`src/rtl/adxl_sequencer.sv`:
```
// adxl_sequencer
// ---------------------------------------------------------------------------
// Command sequencer in front of the byte-level SPI engine that talks to the
// ADXL362. After reset it waits out sensor power-up, plays a three-frame init
// script (soft reset, FIFO off, measurement mode), then issues a periodic
// burst read of XDATA/YDATA/ZDATA (0x08-0x0A) and publishes the three bytes.
//
// Ports
//   clk, rst      system clock, synchronous active-high reset
//   enable        gates the start of read frames (init always runs)
//   spi_busy      engine busy; a new byte is only requested while low
//   spi_done      one-cycle pulse, byte finished, spi_rx valid
//   spi_rx[7:0]   received byte
//   spi_start     one-cycle byte request
//   spi_tx[7:0]   byte to send, held from spi_start until spi_done
//   spi_hold      1 = keep CS low after this byte, 0 = last byte of frame
//   init_done     level, init script complete
//   sample_valid  one-cycle pulse, x/y/z_data updated in the same cycle
//   x/y/z_data    latest axis samples (retained across error recovery)
//   error         sticky spi_done timeout flag, cleared only by rst
//   state_dbg     current FSM state encoding
//
// Engine handshake: spi_start is a single-cycle request issued only while
// spi_busy is low; the sequencer then keeps spi_tx/spi_hold stable and waits
// in a *_WAIT state for exactly one spi_done. Only one byte is ever
// outstanding, and spi_done seen in any other state is ignored.
// ---------------------------------------------------------------------------
module adxl_sequencer #(
    parameter int POWERUP_CYCLES   = 100000,
    parameter int SRST_WAIT_CYCLES = 50000,
    parameter int GAP_CYCLES       = 20,
    parameter int SAMPLE_CYCLES    = 1000000,
    parameter int TIMEOUT_CYCLES   = 4096
) (
    input  logic       clk,
    input  logic       rst,
    input  logic       enable,
    input  logic       spi_busy,
    input  logic       spi_done,
    input  logic [7:0] spi_rx,
    output logic       spi_start,
    output logic [7:0] spi_tx,
    output logic       spi_hold,
    output logic       init_done,
    output logic       sample_valid,
    output logic [7:0] x_data,
    output logic [7:0] y_data,
    output logic [7:0] z_data,
    output logic       error,
    output logic [3:0] state_dbg
);

    function automatic int max_int(input int a, input int b);
        return (a > b) ? a : b;
    endfunction

    localparam int WAIT_MAX = max_int(max_int(POWERUP_CYCLES, SRST_WAIT_CYCLES),
                                      max_int(GAP_CYCLES, TIMEOUT_CYCLES));
    localparam int WAIT_W   = $clog2(WAIT_MAX + 1);
    localparam int SAMP_W   = $clog2(SAMPLE_CYCLES + 1);
    localparam int GAP_W    = $clog2(GAP_CYCLES + 1);

    typedef enum logic [3:0] {
        S_PWRUP     = 4'd0,
        S_INIT_BYTE = 4'd1,
        S_INIT_WAIT = 4'd2,
        S_SRST_WAIT = 4'd3,
        S_GAP       = 4'd4,
        S_IDLE      = 4'd5,
        S_RD_BYTE   = 4'd6,
        S_RD_WAIT   = 4'd7,
        S_PUBLISH   = 4'd8,
        S_ERROR     = 4'd9
    } state_t;

    state_t            state, next_state;
    logic [WAIT_W-1:0] wait_cnt;
    logic [SAMP_W-1:0] samp_cnt;
    logic [GAP_W-1:0]  gap_cnt;
    logic              timer_run;
    logic [1:0]        frame_idx;
    logic [2:0]        byte_idx;
    logic [7:0]        x_shadow, y_shadow, z_shadow;

    logic timer_expire, gap_ok, start_read;
    logic last_init_byte, last_read_byte, wait_timeout;

    assign state_dbg = state;

    // Init script: 3 frames of 3 bytes (write command, register, value).
    function automatic logic [7:0] init_rom(input logic [1:0] f, input logic [2:0] b);
        logic [7:0] v;
        v = 8'h00;
        if (b == 3'd0)      v = 8'h0A;
        else if (b == 3'd1) v = (f == 2'd0) ? 8'h1F : (f == 2'd1) ? 8'h28 : 8'h2D;
        else if (b == 3'd2) v = (f == 2'd0) ? 8'h52 : (f == 2'd1) ? 8'h00 : 8'h02;
        return v;
    endfunction

    // Burst read: read command, start address XDATA, three dummy bytes.
    function automatic logic [7:0] read_rom(input logic [2:0] b);
        logic [7:0] v;
        v = 8'h00;
        if (b == 3'd0)      v = 8'h0B;
        else if (b == 3'd1) v = 8'h08;
        return v;
    endfunction

    always_comb begin
        timer_expire   = timer_run && (samp_cnt == SAMP_W'(SAMPLE_CYCLES - 1));
        gap_ok         = (gap_cnt == GAP_W'(GAP_CYCLES - 1));
        // Before the first read the timer is not running, so the read only
        // waits for the CS-high gap; afterwards it waits for timer expiry.
        start_read     = enable && gap_ok && (!timer_run || timer_expire);
        last_init_byte = (byte_idx == 3'd2);
        last_read_byte = (byte_idx == 3'd4);
        wait_timeout   = (wait_cnt == WAIT_W'(TIMEOUT_CYCLES - 1));
    end

    always_comb begin
        next_state = state;
        spi_start  = 1'b0;
        spi_tx     = 8'h00;
        spi_hold   = 1'b0;
        case (state)
            S_PWRUP, S_ERROR: begin
                if (wait_cnt == WAIT_W'(POWERUP_CYCLES - 1)) next_state = S_INIT_BYTE;
            end
            S_INIT_BYTE: begin
                spi_tx   = init_rom(frame_idx, byte_idx);
                spi_hold = !last_init_byte;
                if (!spi_busy) begin
                    spi_start  = 1'b1;
                    next_state = S_INIT_WAIT;
                end
            end
            S_INIT_WAIT: begin
                spi_tx   = init_rom(frame_idx, byte_idx);
                spi_hold = !last_init_byte;
                if (spi_done) begin
                    if (!last_init_byte)         next_state = S_INIT_BYTE;
                    else if (frame_idx == 2'd0)  next_state = S_SRST_WAIT;
                    else if (frame_idx == 2'd1)  next_state = S_GAP;
                    else                         next_state = S_IDLE;
                end else if (wait_timeout) begin
                    next_state = S_ERROR;
                end
            end
            S_SRST_WAIT: begin
                if (wait_cnt == WAIT_W'(SRST_WAIT_CYCLES - 1)) next_state = S_INIT_BYTE;
            end
            S_GAP: begin
                if (wait_cnt == WAIT_W'(GAP_CYCLES - 1)) next_state = S_INIT_BYTE;
            end
            S_IDLE: begin
                if (start_read) next_state = S_RD_BYTE;
            end
            S_RD_BYTE: begin
                spi_tx   = read_rom(byte_idx);
                spi_hold = !last_read_byte;
                if (!spi_busy) begin
                    spi_start  = 1'b1;
                    next_state = S_RD_WAIT;
                end
            end
            S_RD_WAIT: begin
                spi_tx   = read_rom(byte_idx);
                spi_hold = !last_read_byte;
                if (spi_done)          next_state = last_read_byte ? S_PUBLISH : S_RD_BYTE;
                else if (wait_timeout) next_state = S_ERROR;
            end
            S_PUBLISH: next_state = S_IDLE;
            default:   next_state = S_ERROR;
        endcase
    end

    always_ff @(posedge clk) begin
        if (rst) begin
            state        <= S_PWRUP;
            wait_cnt     <= '0;
            samp_cnt     <= '0;
            gap_cnt      <= '0;
            timer_run    <= 1'b0;
            frame_idx    <= '0;
            byte_idx     <= '0;
            x_shadow     <= 8'h00;
            y_shadow     <= 8'h00;
            z_shadow     <= 8'h00;
            x_data       <= 8'h00;
            y_data       <= 8'h00;
            z_data       <= 8'h00;
            sample_valid <= 1'b0;
            init_done    <= 1'b0;
            error        <= 1'b0;
        end else begin
            state <= next_state;

            // The cycle carrying spi_start already counts toward the timeout,
            // so the count starts at 1 on entry to a *_WAIT state.
            if (next_state != state)
                wait_cnt <= (next_state == S_INIT_WAIT || next_state == S_RD_WAIT)
                            ? WAIT_W'(1) : '0;
            else if (wait_cnt != WAIT_W'(WAIT_MAX))
                wait_cnt <= wait_cnt + 1'b1;

            // CS-high gap: cleared whenever a frame may hold CS low.
            if (state inside {S_INIT_BYTE, S_INIT_WAIT, S_RD_BYTE, S_RD_WAIT})
                gap_cnt <= '0;
            else if (!gap_ok)
                gap_cnt <= gap_cnt + 1'b1;

            // Sample timer free-runs once the first read has started; an
            // expiry that cannot start a read is simply lost.
            if (next_state == S_ERROR) begin
                timer_run <= 1'b0;
                samp_cnt  <= '0;
            end else if (state == S_IDLE && start_read) begin
                timer_run <= 1'b1;
                samp_cnt  <= '0;
            end else if (timer_run) begin
                samp_cnt <= timer_expire ? '0 : samp_cnt + 1'b1;
            end

            case (state)
                S_PWRUP, S_ERROR: begin
                    frame_idx <= '0;
                    byte_idx  <= '0;
                end
                S_INIT_WAIT: begin
                    if (spi_done) begin
                        if (last_init_byte) begin
                            byte_idx  <= '0;
                            frame_idx <= frame_idx + 1'b1;
                        end else begin
                            byte_idx <= byte_idx + 1'b1;
                        end
                    end
                end
                S_IDLE: byte_idx <= '0;
                S_RD_WAIT: begin
                    if (spi_done) begin
                        byte_idx <= byte_idx + 1'b1;
                        case (byte_idx)
                            3'd2:    x_shadow <= spi_rx;
                            3'd3:    y_shadow <= spi_rx;
                            3'd4:    z_shadow <= spi_rx;
                            default: ;
                        endcase
                    end
                end
                default: ;
            endcase

            sample_valid <= (state == S_PUBLISH);
            if (state == S_PUBLISH) begin
                x_data <= x_shadow;
                y_data <= y_shadow;
                z_data <= z_shadow;
            end

            if (next_state == S_ERROR)
                init_done <= 1'b0;
            else if (state == S_INIT_WAIT && spi_done && last_init_byte && frame_idx == 2'd2)
                init_done <= 1'b1;

            if (next_state == S_ERROR)
                error <= 1'b1;
        end
    end

endmodule

```
`config.mk`:
```
export PLATFORM = sky130hd
export DESIGN_NAME = adxl_sequencer
export DESIGN_NICKNAME = d
export VERILOG_FILES = /design/src/rtl/adxl_sequencer.sv
export SDC_FILE = /design/constraint.sdc
export NUM_CORES = 1
export LEC_CHECK = 0
export CORE_UTILIZATION = 25
export DETAILED_ROUTE_END_ITERATION = 10
export SYNTH_ARGS = -nofsm -noshare
export SYNTH_HDL_FRONTEND = slang
export SYNTH_SLANG_ARGS = --single-unit
```
`constraint.sdc`:
```
create_clock -name clk -period 2.8 [get_ports clk]
set_input_delay 0.56 -clock clk [delete_from_list [all_inputs] [get_ports clk]]
set_output_delay 0.56 -clock clk [all_outputs]
set_load 0.02 [all_outputs]
```
==> results.json <==
{
  "power_density_mw_per_mm2": 451,
  "ys_async_sr_fraction_pct": 0,
  "cts_made_buffers": 9,
  "rsz0062_at_grt": "no",
  "crit_fanout": 7,
  "wire_per_inst_um": 14.0,
  "criticalPathCategory": "register to output pin",
  "fin_worst_skew_ns": 0.0185,
  "dp_hpwl_um": 9220,
  "timing.final.hold_violations": 0,
  "pin_count": 54,
  "cts_max_level": 3,
  "synth_flop_cell": "dfxtp_1",
  "cts-root-buf": "clkbuf_16",
  "p_leak_nw": 2.44,
  "drtAntennaViolNets": 0,
  "n_antenna_cell": 0,
  "vias_per_cell": 4.70,
  "worstRegToRegCells": 9,
  "grt_max_degree": 55,
  "timing.rr.end": "wait_cnt[14]",
  "synth_seq_cells": 103,
  "finalMaxSlewViolations": 0,
  "setup_viol": 0,
  "overflow": 0,
  "area_growth_pct": 25.1,
  "avgSynthCellArea_um2": 8.54,
  "syn_inst": 591,
  "ys_top_cells_by_area": "dfxtp_1, nand2_1, nor2_1",
  "place_area_mm2": 0.00600,
  "core.rowCount": 51,
  "grt_antenna_before_repair": 0,
  "holdWs_ns": 0.453,
  "cts.clk_slew.worst_paths_ns": 0.08,
  "yosys_warnings": 0,
  "syn-num-nets": 616,
  "fin_crit_sh_pct": 94.3,
  "finish.utilization_pct": 32.2,
  "pre_cts_ws_ns": -0.00667,
  "clockBufferDepth": 2,
  "crit_required_ns": 2.24,
  "whs_path_depth": 2,
  "routed_wl_um": 13000,
  "final_nets": 682,
  "yosysSeqAreaShare_pct": 40.9,
  "status": "complete, no violations",
  "grt_pass1_vias": 4133,
  "endpoint_kind": "output pin",
  "placement.io_buffers": 52,
  "grt.total_usage_pct": 13.5,
  "synth_top_area_share_pct": 40.9,
  "r2r_setup_slack_ns": 0.26,
  "hold_start": "y_shadow[1]",
  "synth_edf_count": 0,
  "hold_path.class": "register to register",
  "drcViolationCount": 0,
  "vias": 4354,
  "maxCapViolCount": 0,
  "rr_startpoint": "gap_cnt[0]",
  "cts_sinks": 103,
  "tritoncts": "done",
  "syn_area_mm2": 0.00504,
  "whs_endpoint": "y_data[1]",
  "grt_pass1_wl_um": 21800,
  "startpoint_type": "register",
  "worst_slack_ns": 0.159,
  "firstDrtPassIters": 4,
  "yosysTopAreaCell": "dfxtp_1",
  "final_cell_mix": "dfxtp_1, nand2_1, nor2_1, clkdlybuf4s50_1, a21oi_1",
  "slew_headroom_pct": 54.9,
  "worst_slew_pin_slew_ns": 0.676,
  "clk_latency_ns": 0.36,
  "stdcell_area_mm2": 0.00631,
  "die_h_um": 144,
  "fp.dieW_um": 144,
  "gp_congestion": 0.807,
  "core_mm2": 0.0196,
  "ir_worst_vdd_v": 0.000330,
  "min_period_ns": 2.64,
  "fmax_ghz": 0.379,
  "finalPower_w": 0.00285,
  "final_layout_size_suffix_gt1_share_pct": 11.3,
  "initial_core_util_pct": 25.8,
  "drt_first_iter_violations": 224,
  "ys_types": 70,
  "arrival_ns": 2.08,
  "layout_commonest_cell": "dfxtp_1",
  "dieArea_mm2": 0.0208
}
==> cell type report <==
class                      instances  area (µm²)
clock buffer                       9         225
fill                            2053       13300
inverter                          22        82.6
tap                              265         332
sequential                       103        2060
multi-input combinational        440        2760
timing repair buffer              81         764
clock inverter                     7        81.3
==> state kept, by name, indices dropped and copies added, names as in the netlist, 2 cells and up <==
name and flops:
byte_idx 3, frame_idx 2, gap_cnt 5, samp_cnt 20, state_dbg 4, wait_cnt 17, x_data 8, x_shadow 8
y_data 8, y_shadow 8, z_data 8, z_shadow 8
==> power by group <==
group / total, W / internal, W / switching [W]
clock: 0.00128 / 0.000638 / 0.000637
combinational: 0.0000947 / 0.0000404 / 0.0000543
sequential: 0.00148 / 0.00147 / 0.00000762
==> critical path, cell delays in order (launching register included) <==
cell and delay (ns):
dfxtp_2 0.42, nor2b_1 0.25, nand2_1 0.16, nand2_1 0.12, o211a_1 0.18, clkdlybuf4s50_1 0.61
==> stage by stage <==
step | cells | setup TNS [ns]
3_3_place_gp | 911 | 0
6_report | 927 | 0
2_1_floorplan | 591 | 0
5_1_grt | 927 | 0
3_5_place_dp | 911 | -0.0214
4_1_cts | 927 | 0
==> synth_stat cells (all sizes together), types with 9 or more instances <==
master,number
mux2i,25
nand3,24
and3,9
nand4,16
nor2,79
a21oi,34
ha,12
dfxtp,103
xnor2,17
inv,22
nand2,80
clkbuf,15
buf,11
nor3,28
xor2,23
==> routing by layer <==
metal	routed length [µm]	GRT usage, %	up-vias	share of wire, %
li1	-	-	2176	-
met1	6140	18.1	2067	47
met2	5750	20.1	100	44
met3	907	4.64	11	7.0
met4	161	4.20	0	1.2
met5	0	0	-	0
==> timing repair <==
item | 4_1_cts | 5_1_grt
buffers inserted | 0 | 0
setup endpoints to repair | 8 | 19
hold buffers | 0 | 0
gates resized for setup | 8 | 7
==> how the worst max path moves through the flow <==
stage            startpoint      endpoint  slack (ns)  cells after the start
6_report       state_dbg[1]     spi_tx[3]        0.16                      5
5_1_grt        state_dbg[1]     spi_tx[3]        0.02                      5
4_1_cts         byte_idx[1]     spi_tx[1]       0.005                      8
3_5_place_dp       spi_done   samp_cnt[5]      -0.007                      8
3_3_place_gp       spi_done  samp_cnt[17]        0.04                      8
2_1_floorplan  state_dbg[1]     spi_tx[6]        0.26                      5
==> logic make-up after synthesis <==
| family | Yosys count | synth area share, % |
|---|---|---|
| compound gates | 76 | 10.5 |
| xor+xnor | 40 | 6.94 |
| fa+ha+maj | 12 | 2.98 |
| buf+inv | 48 | 4.66 |
| flops | 103 | 40.9 |
| mux | 25 | 4.96 |
| other cells | 1 | 0.0743 |
| simple gates | 286 | 29.0 |
No activity file was read; power rests on OpenSTA's default activity.
